`src/rtl/pow2_gen_if.sv`:
```
// Request/result bundle for the power-of-two generator.
// The master side is the generator. The slave side is whoever
// issues exponents and consumes results.
interface pow2_gen_if #(
  parameter int W  = 8,
  parameter int EW = 3
);
  logic          start;
  logic [EW-1:0] exp;
  logic          ready;
  logic          valid;
  logic          ack;
  logic [W-1:0]  x;
  logic          err;

  modport master (
    input  start,
    input  exp,
    input  ack,
    output ready,
    output valid,
    output x,
    output err
  );

  modport slave (
    output start,
    output exp,
    output ack,
    input  ready,
    input  valid,
    input  x,
    input  err
  );
endinterface

```
`src/rtl/pow2_gen.sv`:
```
// Sequential power-of-two generator.
// An accepted exponent k loads a single 1 into x. That bit is then shifted
// left once per clock for k clocks. The one-hot result 2^k is presented with
// a valid/ack handshake. An exponent k >= W yields x = 0 with err set.
module pow2_gen #(
  parameter int W  = 8,
  parameter int EW = 3
) (
  input  logic      clock,
  input  logic      reset,
  pow2_gen_if.master bus
);

  localparam logic [1:0] S_IDLE  = 2'd0;
  localparam logic [1:0] S_SHIFT = 2'd1;
  localparam logic [1:0] S_HOLD  = 2'd2;

  // W widened by one bit, so that every EW-bit exponent compares cleanly against it.
  localparam logic [EW:0]   W_LIM   = (EW+1)'(W);
  localparam logic [W-1:0]  X_ONE   = {{(W-1){1'b0}}, 1'b1};
  localparam logic [W-1:0]  X_ZERO  = {W{1'b0}};
  localparam logic [EW-1:0] CNT_ONE = {{(EW-1){1'b0}}, 1'b1};
  localparam logic [EW-1:0] CNT_ZERO = {EW{1'b0}};

  logic [1:0]    state_q, state_d;
  logic [W-1:0]  x_q, x_d;
  logic          err_q, err_d;
  logic [EW-1:0] cnt_q, cnt_d;
  logic [EW:0]   exp_wide;

  assign exp_wide = {1'b0, bus.exp};

  // Handshake flags are decoded purely from the state register.
  assign bus.ready = (state_q == S_IDLE);
  assign bus.valid = (state_q == S_HOLD);
  assign bus.x     = x_q;
  assign bus.err   = err_q;

  // Next-state logic for the IDLE -> SHIFT -> HOLD sequence and the shifting datapath.
  always_comb begin
    state_d = state_q;
    x_d     = x_q;
    err_d   = err_q;
    cnt_d   = cnt_q;
    case (state_q)
      S_IDLE: begin
        if (bus.start) begin
          if (exp_wide >= W_LIM) begin
            // Out of range: the result is zero, and it is flagged as an error immediately.
            x_d     = X_ZERO;
            err_d   = 1'b1;
            state_d = S_HOLD;
          end else if (bus.exp == CNT_ZERO) begin
            x_d     = X_ONE;
            err_d   = 1'b0;
            state_d = S_HOLD;
          end else begin
            x_d     = X_ONE;
            err_d   = 1'b0;
            cnt_d   = bus.exp;
            state_d = S_SHIFT;
          end
        end else begin
          state_d = S_IDLE;
        end
      end
      S_SHIFT: begin
        // cnt holds the number of shifts still owed, including this one.
        x_d   = {x_q[W-2:0], 1'b0};
        cnt_d = cnt_q - CNT_ONE;
        if (cnt_q == CNT_ONE) begin
          state_d = S_HOLD;
        end else begin
          state_d = S_SHIFT;
        end
      end
      S_HOLD: begin
        // While HOLD lasts, start is ignored. Only ack releases the result.
        if (bus.ack) begin
          state_d = S_IDLE;
        end else begin
          state_d = S_HOLD;
        end
      end
      default: begin
        state_d = S_IDLE;
        x_d     = X_ZERO;
        err_d   = 1'b0;
        cnt_d   = CNT_ZERO;
      end
    endcase
  end

  // State and datapath registers with synchronous active-high reset.
  always_ff @(posedge clock) begin
    if (reset) begin
      state_q <= S_IDLE;
      x_q     <= X_ZERO;
      err_q   <= 1'b0;
      cnt_q   <= CNT_ZERO;
    end else begin
      state_q <= state_d;
      x_q     <= x_d;
      err_q   <= err_d;
      cnt_q   <= cnt_d;
    end
  end

endmodule
```
`src/flat_wrapper.sv`:
```
// flat-port wrapper written by rule: the top's interface ports become plain ports
module pow2_gen_flat 
#(
  parameter int W  = 8,
  parameter int EW = 3
)
  (clock, reset, bus_start, bus_exp, bus_ack, bus_ready, bus_valid, bus_x, bus_err);
  pow2_gen_if #(.W(W), .EW(EW)) bus_i ();
  input  logic clock;
  input  logic reset;
  input wire logic [$bits(bus_i.start)-1:0] bus_start;
  input wire logic [$bits(bus_i.exp)-1:0] bus_exp;
  input wire logic [$bits(bus_i.ack)-1:0] bus_ack;
  output wire logic [$bits(bus_i.ready)-1:0] bus_ready;
  output wire logic [$bits(bus_i.valid)-1:0] bus_valid;
  output wire logic [$bits(bus_i.x)-1:0] bus_x;
  output wire logic [$bits(bus_i.err)-1:0] bus_err;
  assign bus_i.start = bus_start;
  assign bus_i.exp = bus_exp;
  assign bus_i.ack = bus_ack;
  assign bus_ready = bus_i.ready;
  assign bus_valid = bus_i.valid;
  assign bus_x = bus_i.x;
  assign bus_err = bus_i.err;
  pow2_gen #(.W(W), .EW(EW)) u_core (.clock(clock), .reset(reset), .bus(bus_i));
endmodule
```
`config.mk`:
```
export PLATFORM = sky130hd
export DESIGN_NAME = pow2_gen_flat
export DESIGN_NICKNAME = d
export VERILOG_FILES = /design/src/rtl/pow2_gen_if.sv /design/src/rtl/pow2_gen.sv /design/src/flat_wrapper.sv
export SDC_FILE = /design/constraint.sdc
export NUM_CORES = 1
export LEC_CHECK = 0
export ABC_AREA = 1
export BUFFER_PORTS_ARGS = -buffer_cell sky130_fd_sc_hd__buf_2
export CAP_MARGIN = 20
export CORE_AREA = 2 2 39 41
export CTS_CLUSTER_SIZE = 28
export DETAILED_ROUTE_END_ITERATION = 10
export DIE_AREA = 0 0 41 43
export GPL_TIMING_DRIVEN = 0
export HOLD_SLACK_MARGIN = 0.12
export PLACE_DENSITY = 0.71
export SLEW_MARGIN = 20
export SYNTH_ARGS = -nofsm -noshare
export SYNTH_HDL_FRONTEND = slang
export SYNTH_SLANG_ARGS = --single-unit
export TNS_END_PERCENT = 20
```
`constraint.sdc`:
```
create_clock -name clock -period 3.7 [get_ports clock]
set_clock_uncertainty 0.2 [all_clocks]
set_input_delay 0.37 -clock clock [delete_from_list [all_inputs] [get_ports clock]]
set_output_delay 0.37 -clock clock [all_outputs]
set_load 0.005 [all_outputs]
```
# Yosys cells after proc, flatten, opt, wreduce, memory -nomap -nowiden
# Cells that the tools add are included.
# classes
addsub	1
n_mul	0
div	0
order_cmp	1
eq_ne	6
shifts	0
n_mux	16
n_bitwise	2
reduce_logical	6
# op_table
op	n
one-hot mux 8 bit (3 select lines)	1
2-to-1 mux 2 bit	5
2-to-1 mux 3 bit	3
one-hot mux 3 bit (3 select lines)	1
2-to-1 mux 8 bit	1
!= test 2 bit (second input constant)	3
one-hot mux 2 bit (3 select lines)	1
greater-or-equal comparator 3 x 4 -> 1 bit (second input constant)	1
AND reduction 2 bit	2
AND reduction 4 bit	1
== test 3 x 1 -> 1 bit (second input constant)	1
zero test 3 bit	1
2-to-1 mux 1 bit	3
subtractor 3 x 1 -> 3 bit (second input constant)	1
== test 2 x 1 -> 1 bit (second input constant)	1
== test 2 bit (second input constant)	1
zero test 2 bit	1
inverter 1 bit	2
one-hot mux 1 bit (2 select lines)	1
OR reduction 2 bit	1
# totals
reg_bits	14
latch_bits	0
ramBits	0
romBits	0
word_cells	36
memories	0

# Longest topological paths before layout
# Gate-level depths: netlist of run 1.
# logic_depth
word_depth	5
ltp_mapped	8

# Worst setup path before layout of run 1
# No wires, ideal clock.
# synth_path
path_kind	reg-to-reg
start	register u_core.cnt_q[0]
end	register u_core.cnt_q[1]
arrival_ns	0.914
required_time_ns	3.436
setup_slack_ns	2.522
stages_incl_launch_ff	6
path_buffers	0
synth_period_minus_slack_ns	1.178
cell_sequence	dfxtp_1 > inv_1 > ha_1 > o21ai_0 > nor2_1 > nor2_1
# synth_between
elab_chain_len	2
# synth_lines
element	line	rtl
from (decl)	pow2_gen.sv:28	logic [EW-1:0] cnt_q, cnt_d;
from (signal assigned)	pow2_gen.sv:105	cnt_q <= cnt_d;
subtractor 3 x 1 -> 3 bit	pow2_gen.sv:70	cnt_d = cnt_q - CNT_ONE;
one-hot mux 3 bit (3 select lines)	pow2_gen.sv:45	case (state_q)
# No other way between the ends.
# A chain may end at the register's enable or synchronous reset.

# Worst setup path after layout of run 1
# layout_path
start	register u_core.state_q[0]
end	output bus_ready
# layout_between
elab_chain_len	1
# layout_lines
element	line	rtl
from (decl)	pow2_gen.sv:25	logic [1:0] state_q, state_d;
from (signal assigned)	pow2_gen.sv:102	state_q <= state_d;
zero test 2 bit	pow2_gen.sv:34	assign bus.ready = (state_q == S_IDLE);
to (decl)	flat_wrapper.sv:14	output wire logic [$bits(bus_i.ready)-1:0] bus_ready;
# No other way between the ends.

==> results of run 1 <==
[critical path: stages (launching register included)]
cell and delay, ns:
dfxtp_1 0.37, nor2_1 0.25, buf_2 0.17
[cells by family after synthesis]
family	count (synthesis)
compound gates	13
fa+ha+maj	2
buf+inv	12
flops	13
other cells	1
simple gates	50
[state kept, by name, summed over array words and instances, names as in the netlist]
| register | count |
|---|---|
| u_core.bus.x | 8 |
| u_core.cnt_q | 3 |
| u_core.state_q | 2 |
[per-stage QoR]
step / hold slack, ns / setup slack [ns] / util (%) / instances
2_1_floorplan: 0.255 / 2.52 / - / 91
3_3_place_gp: 0.249 / 2.37 / 50.3 / 122
3_5_place_dp: 0.257 / 2.36 / 50.3 / 122
4_1_cts: 0.161 / 2.06 / 52.3 / 126
5_1_grt: 0.174 / 1.99 / 52.3 / 126
6_report: 0.170 / 2.08 / 52.3 / 126
[placed cells by master, fill, tap and decap left out, drive strengths merged]
cell type  synthesis  final
dfxtp             13     13
nand3              1      1
nor3               2      2
nor2              14     14
nand2             33     33
a21oi              9      9
conb               1      1
ha                 2      2
buf                2     17
o21ai              4      4
inv               10     10
clkbuf             0      3
clkinv             0      1
[per-layer routing]
metal / routed length, um / vias up
met1: 555 / 250
met2: 538 / 13
met5: 0 / -
met3: 72 / 0
met4: 0 / 0
li1: - / 316
[cells in the mapped netlist (all sizes together)]
library cell	n
a21oi	9
nand3	1
conb	1
dfxtp	13
nor2	14
o21ai	4
ha	2
inv	10
nand2	33
nor3	2
buf	2
[area by class of cell]
cell class	count	area, sq um	area share [%]
Clock inverter	1	5.00	0.692
Inverter	10	37.5	5.19
Buffer	2	12.5	1.73
Timing Repair Buffer	15	75.1	10.4
Tap cell	16	20.0	2.77
Clock buffer	3	22.5	3.11
Multi-Input combinational cell	66	290	40.1
Sequential cell	13	260	36.0
[final timing paths]
kind                            cells past startpoint              end  slack [ns]
worst max-delay path                                2        bus_ready        2.08
worst min-delay path                                2  u_core.bus.x[6]        0.17
worst max register to register                      5  u_core.cnt_q[1]        2.40
worst min register to register                      2  u_core.bus.x[7]        0.27
[where the power goes]
group,internal (mW),switching (mW),leakage [nW],total (mW)
clock,0.0400,0.0467,0.0177,0.0867
sequential,0.148,0.00543,0.106,0.153
combinational,0.0209,0.0364,0.246,0.0573
total,0.209,0.0885,0.369,0.297
==> reports/qor.csv, run 1 <==
stage;metric;value;unit
logic_synthesis;synth.mux.area_fraction;0;%
clocking;ctsResizeCount;0;
setup_path;crit_required;3.13;ns
die;die_h;43;um
clocking;htree_levels;1;
placed_design;hpwlAfterDp;893;um
logic_synthesis;synth_seq_cells;13;
power_and_ir_drop;power.leakage;0.369;nW
logic_synthesis;synth_compound_area_share;10.8;%
clocking;clkTransAtPathRegs;0.08;ns
grt;grt-busiest-layer;met2;
power_and_ir_drop;vdd_drop_max;187;uV
setup_path;cp-start-kind;register;
logic_synthesis;synthSimpleGateAreaFrac;32.7;%
clocking;cts_root_buf;clkbuf_4;
cells_and_area;drive_gt1_share;21.8;%
route;drt-initial-drc-count;21;
setup_path;end_kind;output pin;
grt;use_met3;7.85;%
die;rows;14;
clocking;cts_buffers;3;
die;fp.dieW;41;um
job;maxCapViolations;0;
die;start_util;43.4;%
setup_path;r2r_start;u_core.cnt_q[0];
route;wl_per_cell;9.25;um
clocking;clk-insertion-delay-late;0.27;ns
logic_synthesis;synth_area_leaders;dfxtp_1 (43%), nand2_1 (19%), nor2_1 (8.8%), a21oi_1 (7.5%), inv_1 (5.6%);
grt;grt_pass1_wl;1.97;mm
timing;setup_viol;0;
cells_and_area;finish.instance_area;723;sq um
logic_synthesis;synth_xor_xnor_area_share;0;%
route;vias;579;
timing;period_share;43.8;%
clocking;hold_buffers;0;
timing;final.setup.tns;0;ns
hold_path;hold_start;reset;
placed_design;dpl_cell_area;696;sq um
logic_synthesis;avgSynthCellArea;6.60;sq um
placed_design;numPortBuffers;15;
hold_path;hold_path_class;in2reg;
placed_design;globalplace.congestion;0.704;
logic_synthesis;synth.net_count;100;
grt;grt_max_degree;10;
grt;overflow;0;
logic_synthesis;syn_area;601;sq um
timing;fin_crit;1.62;ns
clocking;cts_setup_buffers;0;
power_and_ir_drop;power_density;411;nW/um^2
setup_path;critPathKind;reg2out;
die;die_area;1760;sq um
grt;track_usage;16.0;%
route;dr.pass1.iters;4;
grt;met2_usage;23.1;%
die;pin_count;18;
cells_and_area;nets;120;
cells_and_area;fillers;147;
outcome;outcome;finished, final reports clean;
route;viasPerCell;4.60;
grt;first_global_vias;505;
power_and_ir_drop;totalPowerFinal;0.297;mW
grt;antenna_found_initial;0;
cells_and_area;diodes;0;
logic_synthesis;yosysTopAreaCell;dfxtp_1;
route;ant_nets;0;
logic_synthesis;synth_cells;91;
logic_synthesis;yosys.cell_types.count;14;
timing;hold_violations;0;
clocking;max-clock-path-buffers;2;
route;wl;1.17;mm
timing;fmax;618;MHz
timing;rsz0062_at_grt;no;
cells_and_area;synthToLayoutAreaGrowth;20.4;%
clocking;cts.sinks;13;
setup_path;startpoint;u_core.state_q[0];
setup_path;arrival;1.05;ns
logic_synthesis;post_synth_fa_ha_maj_area_fraction;4.17;%
logic_synthesis;synth_top_area_share;43.3;%
clocking;cts_tree;yes;
die;core;1380;sq um
logic_synthesis;ys_seq_area_share;43.3;%
setup_path;crit_fanout;6;
route;drcViolationCount;0;
timing;slew_violations;0;
logic_synthesis;ys_warn_count;0;
logic_synthesis;synth_top_family_by_area;simple AND/OR/NAND/NOR gates;
grt;grtUsageMet1;21.6;%
Power figures use the tool's default switching activity.
==> inputs of run 2 (changes only) <==
ABC_AREA = 0   (was 1)
PLACE_DENSITY = 0.72   (was 0.71)
clock period = 1.65 ns   (was 3.7 ns; I/O delays follow)
==> run 2 against run 1 <==
Net effect:
- sequential share of layout area shrank 3.5 points
- worst hold slack worse by 0.039 ns
- flip-flop and latch count is the same
- sequential power increased by 130%
- utilization up 5.9 points
- count of clock-buffer cells in the layout is the same
- register-to-register slack lost 2.3 ns
- highest routed layer is now met4
- first-iteration DRC count decreased by 43%
- total power is 140% higher
==> reports/qor.csv, run 2 <==
stage;metric;value;unit
outcome;outcome;finished, final reports clean;
route;vias;532;
clocking;cts_tree;yes;
die;start_util;44.3;%
die;core;1380;sq um
power_and_ir_drop;intPower;0.505;mW
route;drcViolationCount;0;
cells_and_area;diodes;0;
setup_path;critPathKind;in2reg;
route;wl_per_cell;12.0;um
clocking;clkTransAtPathRegs;0.08;ns
grt;grt_pass1_wl;2.00;mm
timing;fin_crit;1.62;ns
cells_and_area;synthToLayoutAreaGrowth;31.2;%
setup_path;crit_family;buffers and inverters;
grt;antenna_found_initial;0;
logic_synthesis;synth_cells;68;
timing;setup_viol;0;
logic_synthesis;yosysTopAreaCell;dfxtp_1;
timing;fmax;618;MHz
logic_synthesis;ys_seq_area_share;42.4;%
clocking;max-clock-path-buffers;2;
clocking;cts.sinks;13;
setup_path;crit_buf_inv;2;
logic_synthesis;synth_seq_cells;13;
logic_synthesis;syn_area;613;sq um
timing;period_share;98.1;%
cells_and_area;instances_no_fill;110;
logic_synthesis;post_synth_fa_ha_maj_area_fraction;4.08;%
job;maxCapViolations;0;
logic_synthesis;synth.net_count;77;
logic_synthesis;synth_xor_xnor_area_share;1.43;%
setup_path;critical-path-max-stage-delay;0.53;ns
clocking;clk-insertion-delay-late;0.28;ns
setup_path;crit_path_cell_trace;dlygate4sd3_1 > buf_2 > or3_4 > a21oi_4 > or3_1 > a21oi_1;
timing;final.setup.tns;0;ns
route;wl;1.33;mm
logic_synthesis;synthSimpleGateAreaFrac;22.0;%
route;drt-initial-drc-count;12;
setup_path;arrival;1.57;ns
die;pin_count;18;
route;ant_nets;0;
setup_path;cp-start-kind;primary input;
logic_synthesis;ys_warn_count;0;
die;die_area;1760;sq um
clocking;cts_root_buf;clkbuf_4;
timing;rsz0062_at_grt;yes;
logic_synthesis;yosys.cell_types.count;24;
logic_synthesis;synth_top_family_by_area;simple AND/OR/NAND/NOR gates;
grt;grt_max_degree;11;
logic_synthesis;synthFlopType;dfxtp_1;
logic_synthesis;netlist_top_cells_count;dfxtp_1 (13), nor2_1 (13), a22oi_1 (7);
placed_design;globalplace.congestion;0.691;
setup_path;crit_fanout;6;
power_and_ir_drop;seq_power_share;48.5;%
hold_path;hold_path_class;in2reg;
clocking;htree_levels;1;
grt;track_usage;17.2;%
power_and_ir_drop;power.share.clock;28.5;%
placed_design;numPortBuffers;16;
route;dr.pass1.iters;4;
setup_path;cp_slowest_cell;dlygate4sd3_1;
logic_synthesis;synth_top_area_share;42.4;%
cells_and_area;largest_reg_flops;8;
cells_and_area;nets;104;
power_and_ir_drop;comb_power_share;23.1;%
cells_and_area;final_cell_mix;buf_2 (16), nor2_1 (12), dfxtp_1 (12), a22oi_1 (7), dlygate4sd3_1 (6);
grt;overflow;0;
cells_and_area;final_common_cell;buf_2;
setup_path;end_kind;register;
clocking;cts_buffers;3;
logic_synthesis;avgSynthCellArea;9.02;sq um
cells_and_area;fillers;132;
timing;slew_violations;0;
grt;first_global_vias;451;
logic_synthesis;synth_compound_area_share;20.4;%
power_and_ir_drop;power.leakage;0.356;nW
power_and_ir_drop;p_switching;0.217;mW
cells_and_area;drive_gt1_share;29.8;%
logic_synthesis;synth_area_leaders;dfxtp_1 (42%), a22oi_1 (8.6%), nor2_1 (8.0%), ha_1 (4.1%), nor3_1 (3.3%);
placed_design;hpwlAfterDp;875;um
die;die_h;43;um
power_and_ir_drop;power_density;897;nW/um^2
placed_design;dp_cells;100;
logic_synthesis;synth_edf_count;0;
logic_synthesis;synthArstFlopShare;0;%
power_and_ir_drop;switching_share;30.1;%
die;rows;14;
timing;hold_violations;0;
setup_path;crit_required;1.60;ns
logic_synthesis;synth.mux.area_fraction;1.63;%
power_and_ir_drop;vdd_drop_max;552;uV
route;viasPerCell;4.84;
die;fp.dieW;41;um
## run 2: changes by cell type after synthesis, sizes merged, moves of 2 or more
cell / before / now
inv: 10 / 3
nand2: 33 / 2
nor2b: 0 / 3
or3: 0 / 2
o21a: 0 / 2
a22oi: 0 / 7
o21ai: 4 / 0
clkbuf: 0 / 2
a21oi: 9 / 4
a211oi: 0 / 2
nor3: 2 / 4
## run 2: area by class of cell
class,count,area (sq um),area share [%]
buffer,5,33.8,4.20
clock buffer,3,22.5,2.80
clock inverter,1,5.00,0.622
inverter,3,11.3,1.40
multi-input combinational,47,310,38.6
sequential,13,262,32.5
tap,16,20.0,2.49
timing repair buffer,22,140,17.4
## run 2: per-layer routing
layer	up-vias	part of all wire [%]	track usage, %
met3	2	6.6	8.90
met5	-	0	0
met4	0	1.2	9.33
li1	285	-	-
met2	18	43	23.8
met1	227	49	20.9
## run 2: cell families (layout without fill, tap and decap cells)
kind of cell,after synthesis,count (layout)
AO/OA/AOI/OAI,16,16
XOR/XNOR,1,1
adder cells (fa/ha/maj),2,2
buffers and inverters,8,34
flip-flops,13,13
multiplexers,1,1
other,1,1
AND/OR/NAND/NOR,26,26
## run 2: tightest hold or removal path, delay by kind of cell
kind	cells	cell delay [ns]
AOI/OAI and AO/OA	2	0.12
and+or+nand+nor	2	0.20
buffers and inverters	1	0.09
## run 2: per-stage QoR
step | worst slack, ns | area, sq um | utilization, % | hold WS, ns | power [mW]
CTS | 0.0166 | 801 | 57.9 | 0.127 | 0.732
global route | -0.0313 | 805 | 58.1 | 0.124 | 0.772
finish | 0.0308 | 805 | 58.1 | 0.132 | 0.722
floorplan | 0.180 | 613 | - | 0.0418 | 0.467
detailed placement | 0.0626 | 713 | 51.5 | 0.197 | 0.510
global placement | 0.123 | 713 | 51.5 | 0.195 | 0.506
## run 2: repair_timing
action | CTS | global route
resized for setup | 0 | 2
endpoints found under the hold margin | 6 | 0
setup endpoints to repair | 0 | 11
setup buffers | 0 | 0
hold buffers | 6 | 0
## run 2: worst paths after layout
check        slack [ns]               to       startpoint  cells after the start
max                0.03  u_core.cnt_q[1]       bus_exp[0]                      6
min                0.13  u_core.cnt_q[2]       bus_exp[2]                      5
max reg2reg        0.08  u_core.cnt_q[2]  u_core.cnt_q[0]                      5
min reg2reg        0.26  u_core.cnt_q[1]  u_core.cnt_q[1]                      2
## run 2: power by group through the flow
stage	Clock (mW)	Sequential, mW	Combinational (mW)
6_report	0.205	0.350	0.167
3_5_place_dp	0	0.356	0.154
2_1_floorplan	0	0.354	0.113
3_3_place_gp	0	0.355	0.150
5_1_grt	0.231	0.353	0.188
4_1_cts	0.218	0.349	0.165
==> inputs of run 3 (changes only) <==
CTS_BUF_LIST = sky130_fd_sc_hd__clkbuf_8   (was unset)
==> run 3 against run 2 <==
Net effect:
- sequential power hardly changed
- critical path depth decreased by 1
- cell count is 2.7% lower
- die area is the same
- non-clock buffer count down 3
- worst setup slack better by 0.058 ns
- wire length fell by 3.2%
- utilization shrank 0.99 points
- combinational power fell by 4%
- global-route usage is 0.61 points lower
- critical endpoint is now u_core.cnt_q[2]
- first-iteration DRC count down 42%
==> reports/qor.csv, run 3 (synthesis results as in run 2) <==
stage;metric;value;unit
setup_path;crit_family;compound AO/OA/AOI/OAI gates;
clocking;cts_buffers;3;
route;vias;546;
clocking;htree_levels;1;
die;rows;14;
power_and_ir_drop;vdd_drop_max;612;uV
timing;slew_violations;0;
route;viasPerCell;5.10;
setup_path;arrival;1.54;ns
setup_path;crit_fanout;3;
power_and_ir_drop;switching_share;28.2;%
grt;grt_max_degree;11;
die;die_area;1760;sq um
timing;setup_viol;0;
cells_and_area;diodes;0;
power_and_ir_drop;comb_power_share;19.8;%
setup_path;critPathKind;reg2reg;
clocking;cts_setup_buffers;0;
setup_path;crit_required;1.63;ns
placed_design;numPortBuffers;16;
route;drcViolationCount;0;
outcome;outcome;finished, final reports clean;
clocking;cts.sinks;13;
route;dr.pass1.iters;4;
power_and_ir_drop;power_density;1020;nW/um^2
timing;final.setup.tns;0;ns
power_and_ir_drop;intPower;0.577;mW
die;die_h;43;um
timing;fmax;641;MHz
power_and_ir_drop;power.leakage;0.352;nW
die;core;1380;sq um
clocking;cts_root_buf;clkbuf_8;
clocking;clkTransAtPathRegs;0.06;ns
cells_and_area;drive_gt1_share;29.7;%
timing;timing.final.ws_setup;0.0887;ns
setup_path;reg2reg_depth;5;
grt;track_usage;16.6;%
die;fp.dieW;41;um
cells_and_area;largest_reg_flops;8;
cells_and_area;final_common_cell;buf_2;
timing;period_share;94.6;%
setup_path;crit_path_cell_trace;inv_1 > ha_1 > xnor2_1 > a2111o_1 > a21oi_1;
power_and_ir_drop;p_switching;0.227;mW
grt;overflow;0;
route;wl;1.28;mm
power_and_ir_drop;seq_power_share;43.6;%
job;maxCapViolations;0;
die;start_util;44.3;%
timing;fin_crit;1.56;ns
placed_design;globalplace.congestion;0.691;
placed_design;pre_cts_ws;0.0626;ns
setup_path;crit_buf_inv;1;
cells_and_area;final_cell_mix;buf_2 (16), nor2_1 (13), dfxtp_1 (12), a22oi_1 (7), nor3_1 (4);
grt;antenna_found_initial;0;
cells_and_area;postLayoutCoreUtil;57.1;%
setup_path;cp_slowest_cell;a2111o_1;
setup_path;end_kind;register;
clocking;cts_tree;yes;
grt;first_global_vias;434;
cells_and_area;synthToLayoutAreaGrowth;29.0;%
cells_and_area;fillers;134;
route;drt-initial-drc-count;7;
route;wl_per_cell;12.0;um
hold_path;hold_path_class;in2reg;
setup_path;path_depth;5;
timing;hold_violations;0;
die;pin_count;18;
placed_design;hpwlAfterDp;875;um
clocking;max-clock-path-buffers;2;
cells_and_area;nets;101;
grt;grt_pass1_wl;1.91;mm
clocking;clk-insertion-delay-late;0.25;ns
setup_path;critical-path-max-stage-delay;0.41;ns
route;ant_nets;0;
hold_path;holdPathStages;4;
power_and_ir_drop;power.share.clock;36.6;%
setup_path;cp-start-kind;register;
timing;rsz0062_at_grt;no;
run 3: metal layers:
layer / share of wire, % / vias up / track usage (%)
met1: 48 / 241 / 20.9
met3: 7.9 / 3 / 6.81
li1: - / 279 / -
met5: 0 / - / 0
met4: 1.6 / 0 / 10.0
met2: 42 / 23 / 22.8
run 3: per-stage QoR:
stage | instances | hold WS (ns) | cell area [sq um] | power (mW)
floorplan | 68 | 0.0418 | 613 | 0.467
global placement | 100 | 0.195 | 713 | 0.506
detailed placement | 100 | 0.197 | 713 | 0.510
CTS | 107 | 0.126 | 790 | 0.817
global route | 107 | 0.147 | 791 | 0.853
finish | 107 | 0.131 | 791 | 0.804
run 3: final timing paths:
check | end | startpoint | slack, ns
worst max register to register | u_core.cnt_q[2] | u_core.cnt_q[0] | 0.09
worst min register to register | u_core.cnt_q[1] | u_core.cnt_q[1] | 0.25
worst max-delay path | u_core.cnt_q[2] | u_core.cnt_q[0] | 0.09
worst min-delay path | u_core.bus.x[0] | bus_start | 0.13
run 3: worst reg2reg max path: cells and delay by family (launching register included):
family                   cells  cell delay, ns
XOR/XNOR                     1            0.14
buffers and inverters        1            0.06
flip-flops                   1            0.34
adder cells (fa/ha/maj)      1            0.21
AO/OA/AOI/OAI                2            0.54
run 3: area by class of cell:
type	instances	area, sq um	share of cell area (%)
buffer	5	33.8	4.27
clock buffer	3	41.3	5.22
clock inverter	1	5.00	0.633
inverter	3	11.3	1.42
multi-input combinational	47	308	38.9
sequential	13	262	33.1
tap	16	20.0	2.53
timing repair buffer	19	110	13.9
run 3: power by group through the flow:
stage,sequential [mW],combinational (mW),clock (mW)
2_1_floorplan,0.354,0.113,0
3_5_place_dp,0.356,0.154,0
4_1_cts,0.350,0.160,0.307
6_report,0.350,0.160,0.294
3_3_place_gp,0.355,0.150,0
5_1_grt,0.353,0.179,0.321
run 3: timing repair:
action / CTS / global route
endpoints found under the hold margin: 3 / 0
hold buffers: 3 / 0
gates resized for setup: 0 / 1
endpoints found under the setup margin: 0 / 1
